<file path="config.mk">
export PLATFORM = sky130hd
export DESIGN_NAME = lw_sha_ahb_ingress_flat
export DESIGN_NICKNAME = d
export VERILOG_FILES = /design/src/rtl/lw_sha_ahb_ingress_pkg.sv /design/src/rtl/lw_sha_ahb_ingress_if.sv /design/src/rtl/lw_sha_ahb_ingress_fifo.sv /design/src/rtl/lw_sha_ahb_ingress.sv /design/src/flat_wrapper.sv
export SDC_FILE = /design/constraint.sdc
export NUM_CORES = 1
export LEC_CHECK = 0
export BUFFER_PORTS_ARGS = -buffer_cell sky130_fd_sc_hd__clkbuf_2
export CAP_MARGIN = 20
export CORE_ASPECT_RATIO = 0.5
export CORE_UTILIZATION = 55
export CTS_CLUSTER_SIZE = 10
export DETAILED_ROUTE_END_ITERATION = 12
export GPL_TIMING_DRIVEN = 0
export PLACE_DENSITY = 0.81
export SLEW_MARGIN = 15
export SYNTH_ARGS = -nofsm -noshare
export SYNTH_HDL_FRONTEND = slang
export SYNTH_HIERARCHICAL = 1
export SYNTH_SLANG_ARGS = --single-unit
</file>
<file path="constraint.sdc">
create_clock -name hclk -period 12.9 [get_ports hclk]
set_clock_uncertainty 0.2 [all_clocks]
set_input_delay 2.58 -clock hclk [delete_from_list [all_inputs] [get_ports hclk]]
set_output_delay 2.58 -clock hclk [all_outputs]
set_load 0.1 [all_outputs]
</file>
<file path="src/rtl/lw_sha_ahb_ingress_pkg.sv">
// Shared definitions for the SHA/HMAC AHB ingress block.
// Contents: register offsets, CTRL/STATUS/IRQ_EN bit indices, HTRANS encodings,
//           register-select and error-FSM enums, address decode and hsize check.
package lw_sha_ahb_pkg;

   // Register offsets (byte addresses)
   localparam logic [31:0] OFS_CTRL   = 32'h000;
   localparam logic [31:0] OFS_STATUS = 32'h004;
   localparam logic [31:0] OFS_DATA   = 32'h008;
   localparam logic [31:0] OFS_IRQ_EN = 32'h00C;

   // CTRL bits
   localparam int CTRL_START = 0;
   localparam int CTRL_ABORT = 1;
   localparam int CTRL_LAST  = 2;

   // STATUS bits ([7:0] is the FIFO count)
   localparam int STAT_OVF  = 8;
   localparam int STAT_PART = 9;

   // IRQ_EN bits
   localparam int IRQ_IDLE = 0;
   localparam int IRQ_OVF  = 1;

   typedef enum logic [1:0] {
      HTRANS_IDLE   = 2'b00,
      HTRANS_BUSY   = 2'b01,
      HTRANS_NONSEQ = 2'b10,
      HTRANS_SEQ    = 2'b11
   } htrans_t;

   typedef enum logic [2:0] {
      REG_CTRL   = 3'd0,
      REG_STATUS = 3'd1,
      REG_DATA   = 3'd2,
      REG_IRQ_EN = 3'd3,
      REG_NONE   = 3'd4
   } reg_sel_t;

   typedef enum logic [1:0] {
      ST_OKAY = 2'd0,
      ST_ERR1 = 2'd1,
      ST_ERR2 = 2'd2
   } err_state_t;

   function automatic reg_sel_t reg_decode(input logic [31:0] addr);
      reg_sel_t sel;
      case (addr)
         OFS_CTRL:   sel = REG_CTRL;
         OFS_STATUS: sel = REG_STATUS;
         OFS_DATA:   sel = REG_DATA;
         OFS_IRQ_EN: sel = REG_IRQ_EN;
         default:    sel = REG_NONE;
      endcase
      return sel;
   endfunction

   // Only full-width transfers are legal.
   function automatic logic hsize_ok(input logic [2:0] hsize, input int bus_w);
      return hsize == 3'($clog2(bus_w / 8));
   endfunction

endpackage

</file>
<file path="src/rtl/lw_sha_ahb_ingress_if.sv">
// AHB-Lite slave-side bus bundle for the SHA ingress block.
// master: haddr/hsize/htrans/hwrite/hwdata plus the interconnect's hready.
// slave : hrdata/hreadyout/hresp back to the interconnect.
interface lw_sha_ahb_ingress_if #(
   parameter int BUS_W  = 32,
   parameter int ADDR_W = 12
);
   logic [ADDR_W-1:0] haddr;
   logic [2:0]        hsize;
   logic [1:0]        htrans;
   logic              hwrite;
   logic [BUS_W-1:0]  hwdata;
   logic              hready;     // interconnect-level ready, grouped with the request side
   logic [BUS_W-1:0]  hrdata;
   logic              hreadyout;
   logic              hresp;

   modport master (
      output haddr, hsize, htrans, hwrite, hwdata, hready,
      input  hrdata, hreadyout, hresp
   );

   modport slave (
      input  haddr, hsize, htrans, hwrite, hwdata, hready,
      output hrdata, hreadyout, hresp
   );
endinterface

</file>
<file path="src/rtl/lw_sha_ahb_ingress_fifo.sv">
// Synchronous show-ahead FIFO with occupancy count and synchronous clear.
// Latency: a pushed word is visible at the head the cycle after the push.
// Backpressure: push is ignored when full unless a pop happens in the same cycle.
module lw_sha_sync_fifo #(
   parameter int W     = 65,
   parameter int DEPTH = 4,
   localparam int AW   = $clog2(DEPTH),
   localparam int CW   = AW + 1
) (
   input  logic          clk,
   input  logic          rst,
   input  logic          clr,
   input  logic          push,
   input  logic [W-1:0]  push_dat,
   input  logic          pop,
   output logic [W-1:0]  head_dat,
   output logic [CW-1:0] count,
   output logic          empty,
   output logic          full
);
   logic [W-1:0]  mem [DEPTH];
   logic [AW-1:0] rd_ptr;
   logic [AW-1:0] wr_ptr;
   logic          do_push;
   logic          do_pop;

   assign empty   = (count == '0);
   assign full    = (count == CW'(DEPTH));
   assign do_pop  = pop & ~empty;
   // A pop frees the slot in the same cycle, so a full FIFO still takes the push.
   assign do_push = push & (~full | do_pop);

   // Head is forced to zero when empty so the stream port never shows stale data.
   assign head_dat = empty ? '0 : mem[rd_ptr];

   always_ff @(posedge clk) begin
      if (do_push && !clr) begin
         mem[wr_ptr] <= push_dat;
      end
   end

   always_ff @(posedge clk or posedge rst) begin
      if (rst) begin
         rd_ptr <= '0;
         wr_ptr <= '0;
         count  <= '0;
      end else if (clr) begin
         rd_ptr <= '0;
         wr_ptr <= '0;
         count  <= '0;
      end else begin
         if (do_push) wr_ptr <= wr_ptr + 1'b1;
         if (do_pop)  rd_ptr <= rd_ptr + 1'b1;
         case ({do_push, do_pop})
            2'b10:   count <= count + 1'b1;
            2'b01:   count <= count - 1'b1;
            default: ;
         endcase
      end
   end
endmodule

</file>
<file path="src/rtl/lw_sha_ahb_ingress.sv">
// AHB-Lite slave that packs DATA beats into core words, buffers them and streams them to the hash core.
// Latency: a completing beat's word shows on valid_o/data_o one cycle after its data phase; reads have zero wait states.
// Backpressure: full FIFO either stalls the bus (STALL_EN=1) or drops the word and flags overflow (STALL_EN=0).
// Ports: hclk/hreset; bus (AHB slave modport); data_o/valid_o/ready_i/last_o core stream;
//        start_o/abort_o pulses; irq_o level interrupt; dma_wr_req_o free-slot indication.
module lw_sha_ahb_ingress
   import lw_sha_ahb_pkg::*;
#(
   parameter int BUS_W    = 32,
   parameter int CORE_W   = 64,
   parameter int DEPTH    = 4,
   parameter int ADDR_W   = 12,
   parameter bit STALL_EN = 1'b1
) (
   input  logic                hclk,
   input  logic                hreset,
   lw_sha_ahb_ingress_if.slave bus,
   output logic [CORE_W-1:0]   data_o,
   output logic                valid_o,
   input  logic                ready_i,
   output logic                last_o,
   output logic                start_o,
   output logic                abort_o,
   output logic                irq_o,
   output logic                dma_wr_req_o
);
   localparam int RATIO = CORE_W / BUS_W;
   localparam int PCW   = (RATIO > 1) ? $clog2(RATIO) : 1;
   localparam int CW    = $clog2(DEPTH) + 1;

   // ---------------- address phase ----------------
   logic       ap_xfer;
   logic       ap_err;
   logic       capture_err;
   reg_sel_t   ap_sel;

   logic       dp_vld;
   logic       dp_write;
   reg_sel_t   dp_sel;

   assign ap_xfer     = (bus.htrans == HTRANS_NONSEQ) | (bus.htrans == HTRANS_SEQ);
   assign ap_sel      = reg_decode(32'(bus.haddr));
   assign ap_err      = (ap_sel == REG_NONE) | ~hsize_ok(bus.hsize, BUS_W);
   assign capture_err = bus.hready & ap_xfer & ap_err;

   // Erroring transfers never reach the data phase, which is what keeps them side-effect free.
   always_ff @(posedge hclk or posedge hreset) begin
      if (hreset) begin
         dp_vld   <= 1'b0;
         dp_write <= 1'b0;
         dp_sel   <= REG_NONE;
      end else if (bus.hready) begin
         dp_vld   <= ap_xfer & ~ap_err;
         dp_write <= bus.hwrite;
         dp_sel   <= ap_sel;
      end
   end

   // ---------------- FIFO / packer status ----------------
   logic [PCW-1:0]    pack_cnt;
   logic [CORE_W-1:0] pack_buf;
   logic [CORE_W-1:0] word_next;
   logic              last_pend;
   logic              overflow;
   logic [1:0]        irq_en;
   logic [CW-1:0]     count;
   logic              fifo_empty;
   logic              fifo_full;
   logic [CORE_W:0]   head;
   logic              partial;

   logic data_beat;
   logic beat_last;
   logic pop;
   logic blocked;
   logic stall;
   logic wr_done;
   logic beat_fire;
   logic push;
   logic drop;
   logic ctrl_wr;
   logic start_wr;
   logic abort_wr;
   logic last_set;
   logic ovf_clr;
   logic irq_wr;

   assign valid_o   = ~fifo_empty;
   assign pop       = valid_o & ready_i;
   assign partial   = (pack_cnt != '0);

   assign data_beat = dp_vld & dp_write & (dp_sel == REG_DATA);
   assign beat_last = (pack_cnt == PCW'(RATIO - 1));
   // A pop in the same cycle frees the slot, so only a full FIFO with no pop blocks.
   assign blocked   = data_beat & beat_last & fifo_full & ~pop;
   assign stall     = STALL_EN & blocked;

   assign wr_done   = dp_vld & dp_write & ~stall;
   assign beat_fire = data_beat & ~stall;
   assign push      = beat_fire & beat_last & ~blocked;
   assign drop      = beat_fire & beat_last & blocked;

   assign ctrl_wr   = wr_done & (dp_sel == REG_CTRL);
   assign start_wr  = ctrl_wr & bus.hwdata[CTRL_START];
   assign abort_wr  = ctrl_wr & bus.hwdata[CTRL_ABORT];
   assign last_set  = ctrl_wr & bus.hwdata[CTRL_LAST];
   assign ovf_clr   = wr_done & (dp_sel == REG_STATUS) & bus.hwdata[STAT_OVF];
   assign irq_wr    = wr_done & (dp_sel == REG_IRQ_EN);

   // Little-endian lane fill: beat n lands in bits [n*BUS_W +: BUS_W].
   always_comb begin
      word_next = pack_buf;
      word_next[pack_cnt*BUS_W +: BUS_W] = bus.hwdata;
   end

   // ---------------- error FSM ----------------
   err_state_t state;
   err_state_t state_nxt;

   always_ff @(posedge hclk or posedge hreset) begin
      if (hreset) state <= ST_OKAY;
      else        state <= state_nxt;
   end

   always_comb begin
      state_nxt = state;
      case (state)
         ST_OKAY: if (capture_err) state_nxt = ST_ERR1;
         ST_ERR1: state_nxt = ST_ERR2;
         // ERR2 drives hreadyout high, so a back-to-back erroring transfer can be taken here.
         ST_ERR2: state_nxt = capture_err ? ST_ERR1 : ST_OKAY;
         default: state_nxt = ST_OKAY;
      endcase
   end

   always_comb begin
      bus.hreadyout = 1'b1;
      bus.hresp     = 1'b0;
      case (state)
         ST_OKAY: bus.hreadyout = ~stall;
         ST_ERR1: begin
            bus.hreadyout = 1'b0;
            bus.hresp     = 1'b1;
         end
         ST_ERR2: bus.hresp = 1'b1;
         default: ;
      endcase
   end

   // ---------------- registers ----------------
   always_ff @(posedge hclk or posedge hreset) begin
      if (hreset) begin
         start_o <= 1'b0;
         abort_o <= 1'b0;
      end else begin
         start_o <= start_wr;
         abort_o <= abort_wr;
      end
   end

   // Abort wins over everything else in the packer; the FIFO clears on the same edge.
   always_ff @(posedge hclk or posedge hreset) begin
      if (hreset) begin
         pack_cnt  <= '0;
         pack_buf  <= '0;
         last_pend <= 1'b0;
      end else if (abort_wr) begin
         pack_cnt  <= '0;
         pack_buf  <= '0;
         last_pend <= 1'b0;
      end else begin
         if (last_set) last_pend <= 1'b1;
         if (beat_fire) begin
            if (beat_last) begin
               // last_pend is consumed whether the word was stored or dropped.
               pack_cnt  <= '0;
               pack_buf  <= '0;
               last_pend <= 1'b0;
            end else begin
               pack_cnt <= pack_cnt + 1'b1;
               pack_buf <= word_next;
            end
         end
      end
   end

   always_ff @(posedge hclk or posedge hreset) begin
      if (hreset)        overflow <= 1'b0;
      else if (abort_wr) overflow <= 1'b0;
      else if (drop)     overflow <= 1'b1;
      else if (ovf_clr)  overflow <= 1'b0;
   end

   always_ff @(posedge hclk or posedge hreset) begin
      if (hreset)      irq_en <= 2'b00;
      else if (irq_wr) irq_en <= bus.hwdata[1:0];
   end

   // ---------------- FIFO ----------------
   lw_sha_sync_fifo #(
      .W     (CORE_W + 1),
      .DEPTH (DEPTH)
   ) u_fifo (
      .clk      (hclk),
      .rst      (hreset),
      .clr      (abort_wr),
      .push     (push),
      .push_dat ({last_pend, word_next}),
      .pop      (pop),
      .head_dat (head),
      .count    (count),
      .empty    (fifo_empty),
      .full     (fifo_full)
   );

   assign data_o = head[CORE_W-1:0];
   assign last_o = head[CORE_W];

   // ---------------- read data and status outputs ----------------
   always_comb begin
      bus.hrdata = '0;
      if (dp_vld && !dp_write) begin
         case (dp_sel)
            REG_STATUS: begin
               bus.hrdata[7:0]       = 8'(count);
               bus.hrdata[STAT_OVF]  = overflow;
               bus.hrdata[STAT_PART] = partial;
            end
            REG_IRQ_EN: bus.hrdata[1:0] = irq_en;
            default: ;
         endcase
      end
   end

   assign irq_o = (irq_en[IRQ_IDLE] & fifo_empty & ~partial) | (irq_en[IRQ_OVF] & overflow);
   // Held low while reset is applied so every output except hreadyout reads 0 in reset.
   assign dma_wr_req_o = ~hreset & ~fifo_full;

endmodule

</file>
<file path="src/flat_wrapper.sv">
// flat-port wrapper written by rule: the top's interface ports become plain ports
module lw_sha_ahb_ingress_flat import lw_sha_ahb_pkg::*;
#(
   parameter int BUS_W    = 32,
   parameter int CORE_W   = 64,
   parameter int DEPTH    = 4,
   parameter int ADDR_W   = 12,
   parameter bit STALL_EN = 1'b1
)
  (hclk, hreset, data_o, valid_o, ready_i, last_o, start_o, abort_o, irq_o, dma_wr_req_o, bus_haddr, bus_hsize, bus_htrans, bus_hwrite, bus_hwdata, bus_hready, bus_hrdata, bus_hreadyout, bus_hresp);
  lw_sha_ahb_ingress_if #(.BUS_W(BUS_W), .ADDR_W(ADDR_W)) bus_i ();
  input  logic hclk;
  input  logic hreset;
  output logic [CORE_W-1:0] data_o;
  output logic valid_o;
  input  logic ready_i;
  output logic last_o;
  output logic start_o;
  output logic abort_o;
  output logic irq_o;
  output logic dma_wr_req_o;
  input wire logic [$bits(bus_i.haddr)-1:0] bus_haddr;
  input wire logic [$bits(bus_i.hsize)-1:0] bus_hsize;
  input wire logic [$bits(bus_i.htrans)-1:0] bus_htrans;
  input wire logic [$bits(bus_i.hwrite)-1:0] bus_hwrite;
  input wire logic [$bits(bus_i.hwdata)-1:0] bus_hwdata;
  input wire logic [$bits(bus_i.hready)-1:0] bus_hready;
  output wire logic [$bits(bus_i.hrdata)-1:0] bus_hrdata;
  output wire logic [$bits(bus_i.hreadyout)-1:0] bus_hreadyout;
  output wire logic [$bits(bus_i.hresp)-1:0] bus_hresp;
  assign bus_i.haddr = bus_haddr;
  assign bus_i.hsize = bus_hsize;
  assign bus_i.htrans = bus_htrans;
  assign bus_i.hwrite = bus_hwrite;
  assign bus_i.hwdata = bus_hwdata;
  assign bus_i.hready = bus_hready;
  assign bus_hrdata = bus_i.hrdata;
  assign bus_hreadyout = bus_i.hreadyout;
  assign bus_hresp = bus_i.hresp;
  lw_sha_ahb_ingress #(.BUS_W(BUS_W), .CORE_W(CORE_W), .DEPTH(DEPTH), .ADDR_W(ADDR_W), .STALL_EN(STALL_EN)) u_core (.hclk(hclk), .hreset(hreset), .bus(bus_i), .data_o(data_o), .valid_o(valid_o), .ready_i(ready_i), .last_o(last_o), .start_o(start_o), .abort_o(abort_o), .irq_o(irq_o), .dma_wr_req_o(dma_wr_req_o));
endmodule
</file>
==> run summary <==
=================================================================================
Outcome                                                                 completed
Worst Setup SP                                                            ready_i
Largest net degree at the start of global routing                              59
Crit path max fanout                                                            4
Synthesis-stage register bit count                                            345
Num CTS Buffers                                                                40
Final critical-path required period                                       6550 ps
R2R depth                                                                      13
Category of the critical setup timing path                              in -> out
# Max-Cap Violations                                                            0
Worst hold stages                                                               1
Clock sink count                                                              345
Number of flops mapped to enable cells by yosys                               260
Post-DRT Antenna Nets                                                           0
Placed cell count                                                            1418
Ant. Diodes                                                                     0
Mapped Area                                                          0.0145 sq mm
Static Leakage                                                            6.49 nW
CTS hold repair buffers                                                         0
Share of Yosys cell area claimed by the top area cell type                  53.7%
Deepest clock path buffer count                                                 3
Placer Congestion                                                           0.814
Layout overhead on the synthesized area                                     18.6%
DRC violation count after routing                                               0
Peak supply drop                                                       0.000107 V
Global-route wire length before repair                               52000 microns
Achievable clock frequency                                                153 MHz
Die X-Extent                                                          232 microns
Portion of the post-synthesis area used by sequential elements              68.4%
Final wirelength                                                     34700 microns
Initial antenna violation count                                                 0
Die area                                                             0.0271 sq mm
TritonCTS clock tree                                                         done
Critical Path RT                                                         10120 ps
Class of the worst hold path                                           reg -> reg
Number of optimization iterations in the first detailed-route pass              5
Leading area contributor after synthesis                             sky130_fd_sc_hd__edfxtp_1
Endpoint class of the critical path                                   output port
Non-filler instance count after layout                                       1492
Resized cells post-CTS                                                          0
Fraction of final layout cells with drive strength greater than 1           34.2%
Fraction of registers with async set or reset after synthesis               24.6%
Launch point of the worst reg-to-reg path                            u_core/u_fifo/count[1]$_DFFE_PP0P_
Starting density of the core                                                56.9%
Total routing resource utilization after global routing                     26.2%
Top post-synthesis cells by area                                     sky130_fd_sc_hd__edfxtp_1 (54%), sky130_fd_sc_hd__dfrtp_1 (14%), sky130_fd_sc_hd__mux4_2 (10%)
Final Hold Fails                                                                0
Tightest slew margin relative to the limit                                  38.3%
P per Cell Area                                                       201 mW/mm^2
Worst Hold Launch                                                    u_core/pack_buf[55]$_DFFE_PP0P_
Cell at the root of the clock tree                                   sky130_fd_sc_hd__clkbuf_16
Overall via count from detail_route                                          8748
Average footprint of a synthesized cell                                16.4 sq um
Number of global-route vias before repair                                    8952
Number of cell rows                                                            41
Sum of net half-perimeters after detailed placement                  23000 microns
Iter 0 DRT Violations                                                         968
Drt via density                                                              5.86
Warnings, synthesis                                                             6
Overall die height                                                    117 microns
Top Ports                                                                     158
Routed WL per cell                                                   23.3 microns
Register-to-register path setup slack                                     8400 ps
Setup TNS after final layout                                                 0 ps
Tcrit/Tclk final                                                            50.7%
Gr ovfl total                                                                   0
Critical Path AT                                                          3770 ps
Critical path launch point type                                         input pin
Unique cell type count in the Yosys netlist                                    63
Total Nets Final                                                             1180
Post-CTS setup buffers                                                          0
Number of max-slew violations in the final report                               0
Number of instances in the synthesized netlist                                887
Latest clock arrival within the worst-skew pair                            520 ps
Measured slew at the worst slew-check pin                                  925 ps
Register clock-pin slew on the reported worst setup and hold paths          50 ps
Final setup violating endpoints                                                 0
I/O Buffers                                                                   128
RSZ-0062 raised after global routing                                           no
Primary flip-flop cell chosen by synthesis mapping                   sky130_fd_sc_hd__edfxtp_1
Core area                                                            0.0255 sq mm
H-tree levels                                                                   2
=================================================================================
==> worst max-delay path, cell delays in order <==
cell and delay, ps:
sky130_fd_sc_hd__clkbuf_2 100, sky130_fd_sc_hd__nand2b_1 110, sky130_fd_sc_hd__nand2_1 190, sky130_fd_sc_hd__nor2_1 60
sky130_fd_sc_hd__a32oi_1 230, sky130_fd_sc_hd__clkbuf_2 500
==> placed cells by master (no fill, tap or decap), drive strengths merged, types with 3 or more instances in the layout <==
cell type / count
mux2: 53
clkbuf: 221
o21ai: 19
conb: 27
buf: 90
mux2i: 4
nor2b: 62
nand3: 36
edfxtp: 260
nand2: 71
a31oi: 3
nor3b: 4
and2b: 4
inv: 18
nand2b: 5
nor3: 4
mux4: 65
ha: 9
dfrtp: 84
and2: 35
or4: 5
and3: 4
a21oi: 19
nor2: 16
==> cells by family (layout without fill, tap and decap cells) <==
| kind of cell | after synthesis | in the layout | share of synthesized area [%] |
|---|---|---|---|
| AO/OA/AOI/OAI | 58 | 58 | 2.57 |
| buffers and inverters | 96 | 331 | 3.99 |
| other | 1 | 27 | 0.0258 |
| AND/OR/NAND/NOR | 252 | 252 | 9.47 |
| XOR/XNOR | 3 | 3 | 0.181 |
| multiplexers | 122 | 122 | 14.5 |
| flip-flops | 345 | 345 | 68.4 |
| adder cells (fa/ha/maj) | 10 | 10 | 0.913 |
==> final cells by class <==
| class | count | area [sq um] |
|---|---|---|
| Inverter | 18 | 70.1 |
| Multi-Input combinational cell | 472 | 4130 |
| Fill cell | 1609 | 8310 |
| Timing Repair Buffer | 161 | 965 |
| Clock buffer | 72 | 1160 |
| Buffer | 78 | 512 |
| Clock inverter | 2 | 22.5 |
| Sequential cell | 345 | 9940 |
| Tap cell | 344 | 430 |
==> registers in the layout (all words and copies together) (netlist names) <==
name / cells
u_core/last_pend: 1
u_core/u_fifo/wr_ptr: 2
u_core/u_fifo/rd_ptr: 2
u_core/abort_o: 1
u_core/u_fifo/mem: 260
u_core/overflow: 1
u_core/u_fifo/count: 3
u_core/state: 2
u_core/pack_buf: 64
u_core/dp_sel: 3
u_core/irq_en: 2
u_core/dp_write: 1
u_core/start_o: 1
u_core/dp_vld: 1
u_core/beat_last: 1
==> cell usage after synthesis (2+ instances only) <==
| cell type | instances |
|---|---|
| sky130_fd_sc_hd__buf_4 | 32 |
| sky130_fd_sc_hd__or4_4 | 3 |
| sky130_fd_sc_hd__nand2_1 | 70 |
| sky130_fd_sc_hd__buf_6 | 4 |
| sky130_fd_sc_hd__o31ai_1 | 2 |
| sky130_fd_sc_hd__edfxtp_1 | 260 |
| sky130_fd_sc_hd__mux2_2 | 51 |
| sky130_fd_sc_hd__and3_1 | 4 |
| sky130_fd_sc_hd__and2b_1 | 4 |
| sky130_fd_sc_hd__nor2b_1 | 62 |
| sky130_fd_sc_hd__buf_12 | 3 |
| sky130_fd_sc_hd__or4_1 | 2 |
| sky130_fd_sc_hd__xor2_1 | 2 |
| sky130_fd_sc_hd__mux2i_1 | 4 |
| sky130_fd_sc_hd__dfrtp_1 | 84 |
| sky130_fd_sc_hd__o21ai_1 | 15 |
| sky130_fd_sc_hd__a31oi_1 | 2 |
| sky130_fd_sc_hd__ha_1 | 9 |
| sky130_fd_sc_hd__and2_1 | 35 |
| sky130_fd_sc_hd__nand2b_1 | 5 |
| sky130_fd_sc_hd__inv_1 | 16 |
| sky130_fd_sc_hd__o21ai_0 | 4 |
| sky130_fd_sc_hd__buf_1 | 3 |
| sky130_fd_sc_hd__nor2_1 | 16 |
| sky130_fd_sc_hd__a21oi_1 | 19 |
| sky130_fd_sc_hd__nand3_1 | 36 |
| sky130_fd_sc_hd__clkbuf_1 | 20 |
| sky130_fd_sc_hd__o21a_1 | 2 |
| sky130_fd_sc_hd__mux4_2 | 65 |
| sky130_fd_sc_hd__nor3b_1 | 4 |
| sky130_fd_sc_hd__nor3_1 | 3 |
| sky130_fd_sc_hd__buf_2 | 15 |
==> report_power, final <==
group / total, W / switching [W] / internal [W] / leakage [nW]
clock: 0.00102 / 0.000415 / 0.000608 / 0.564
combinational: 0.00123 / 0.000917 / 0.000310 / 2.60
sequential: 0.00121 / 0.00000921 / 0.00120 / 3.33
total: 0.00346 / 0.00134 / 0.00212 / 6.49
==> final timing paths <==
kind	endpoint
hold reg to reg	u_core/pack_buf[55]$_DFFE_PP0P_
setup / recovery	bus_hreadyout
min in group asynchronous	u_core/dp_write$_DFFE_PP0P_
hold / removal	u_core/pack_buf[55]$_DFFE_PP0P_
max in group asynchronous	u_core/pack_buf[57]$_DFFE_PP0P_
setup reg to reg	u_core/u_fifo/mem[3][14]$_DFFE_PP_
==> per-stage QoR <==
stage / setup WS, ps / power, W / utilization (%) / instance area, sq um / hold slack [ps]
4_1_cts: 6340 / 0.00348 / 67.5 / 17200 / 284
3_5_place_dp: 6350 / 0.00245 / 62.8 / 16000 / 270
2_1_floorplan: 3970 / 0.00225 / - / 14600 / 249
5_1_grt: 6300 / 0.00357 / 67.5 / 17200 / 292
3_3_place_gp: -278 / 0.00244 / 61.5 / 15700 / 265
6_report: 6350 / 0.00346 / 67.5 / 17200 / 281
==> routing by layer <==
| metal | global-route usage, % | routed length [microns] | vias up | part of all wire [%] |
|---|---|---|---|---|
| li1 | - | - | 3730 | - |
| met1 | 35.3 | 13500 | 4421 | 39 |
| met2 | 42.9 | 17000 | 505 | 49 |
| met3 | 5.23 | 3120 | 92 | 9.0 |
| met4 | 10.2 | 1040 | 0 | 3.0 |
| met5 | 0 | 0 | - | 0 |
No activity file was read; power rests on OpenSTA's default activity.
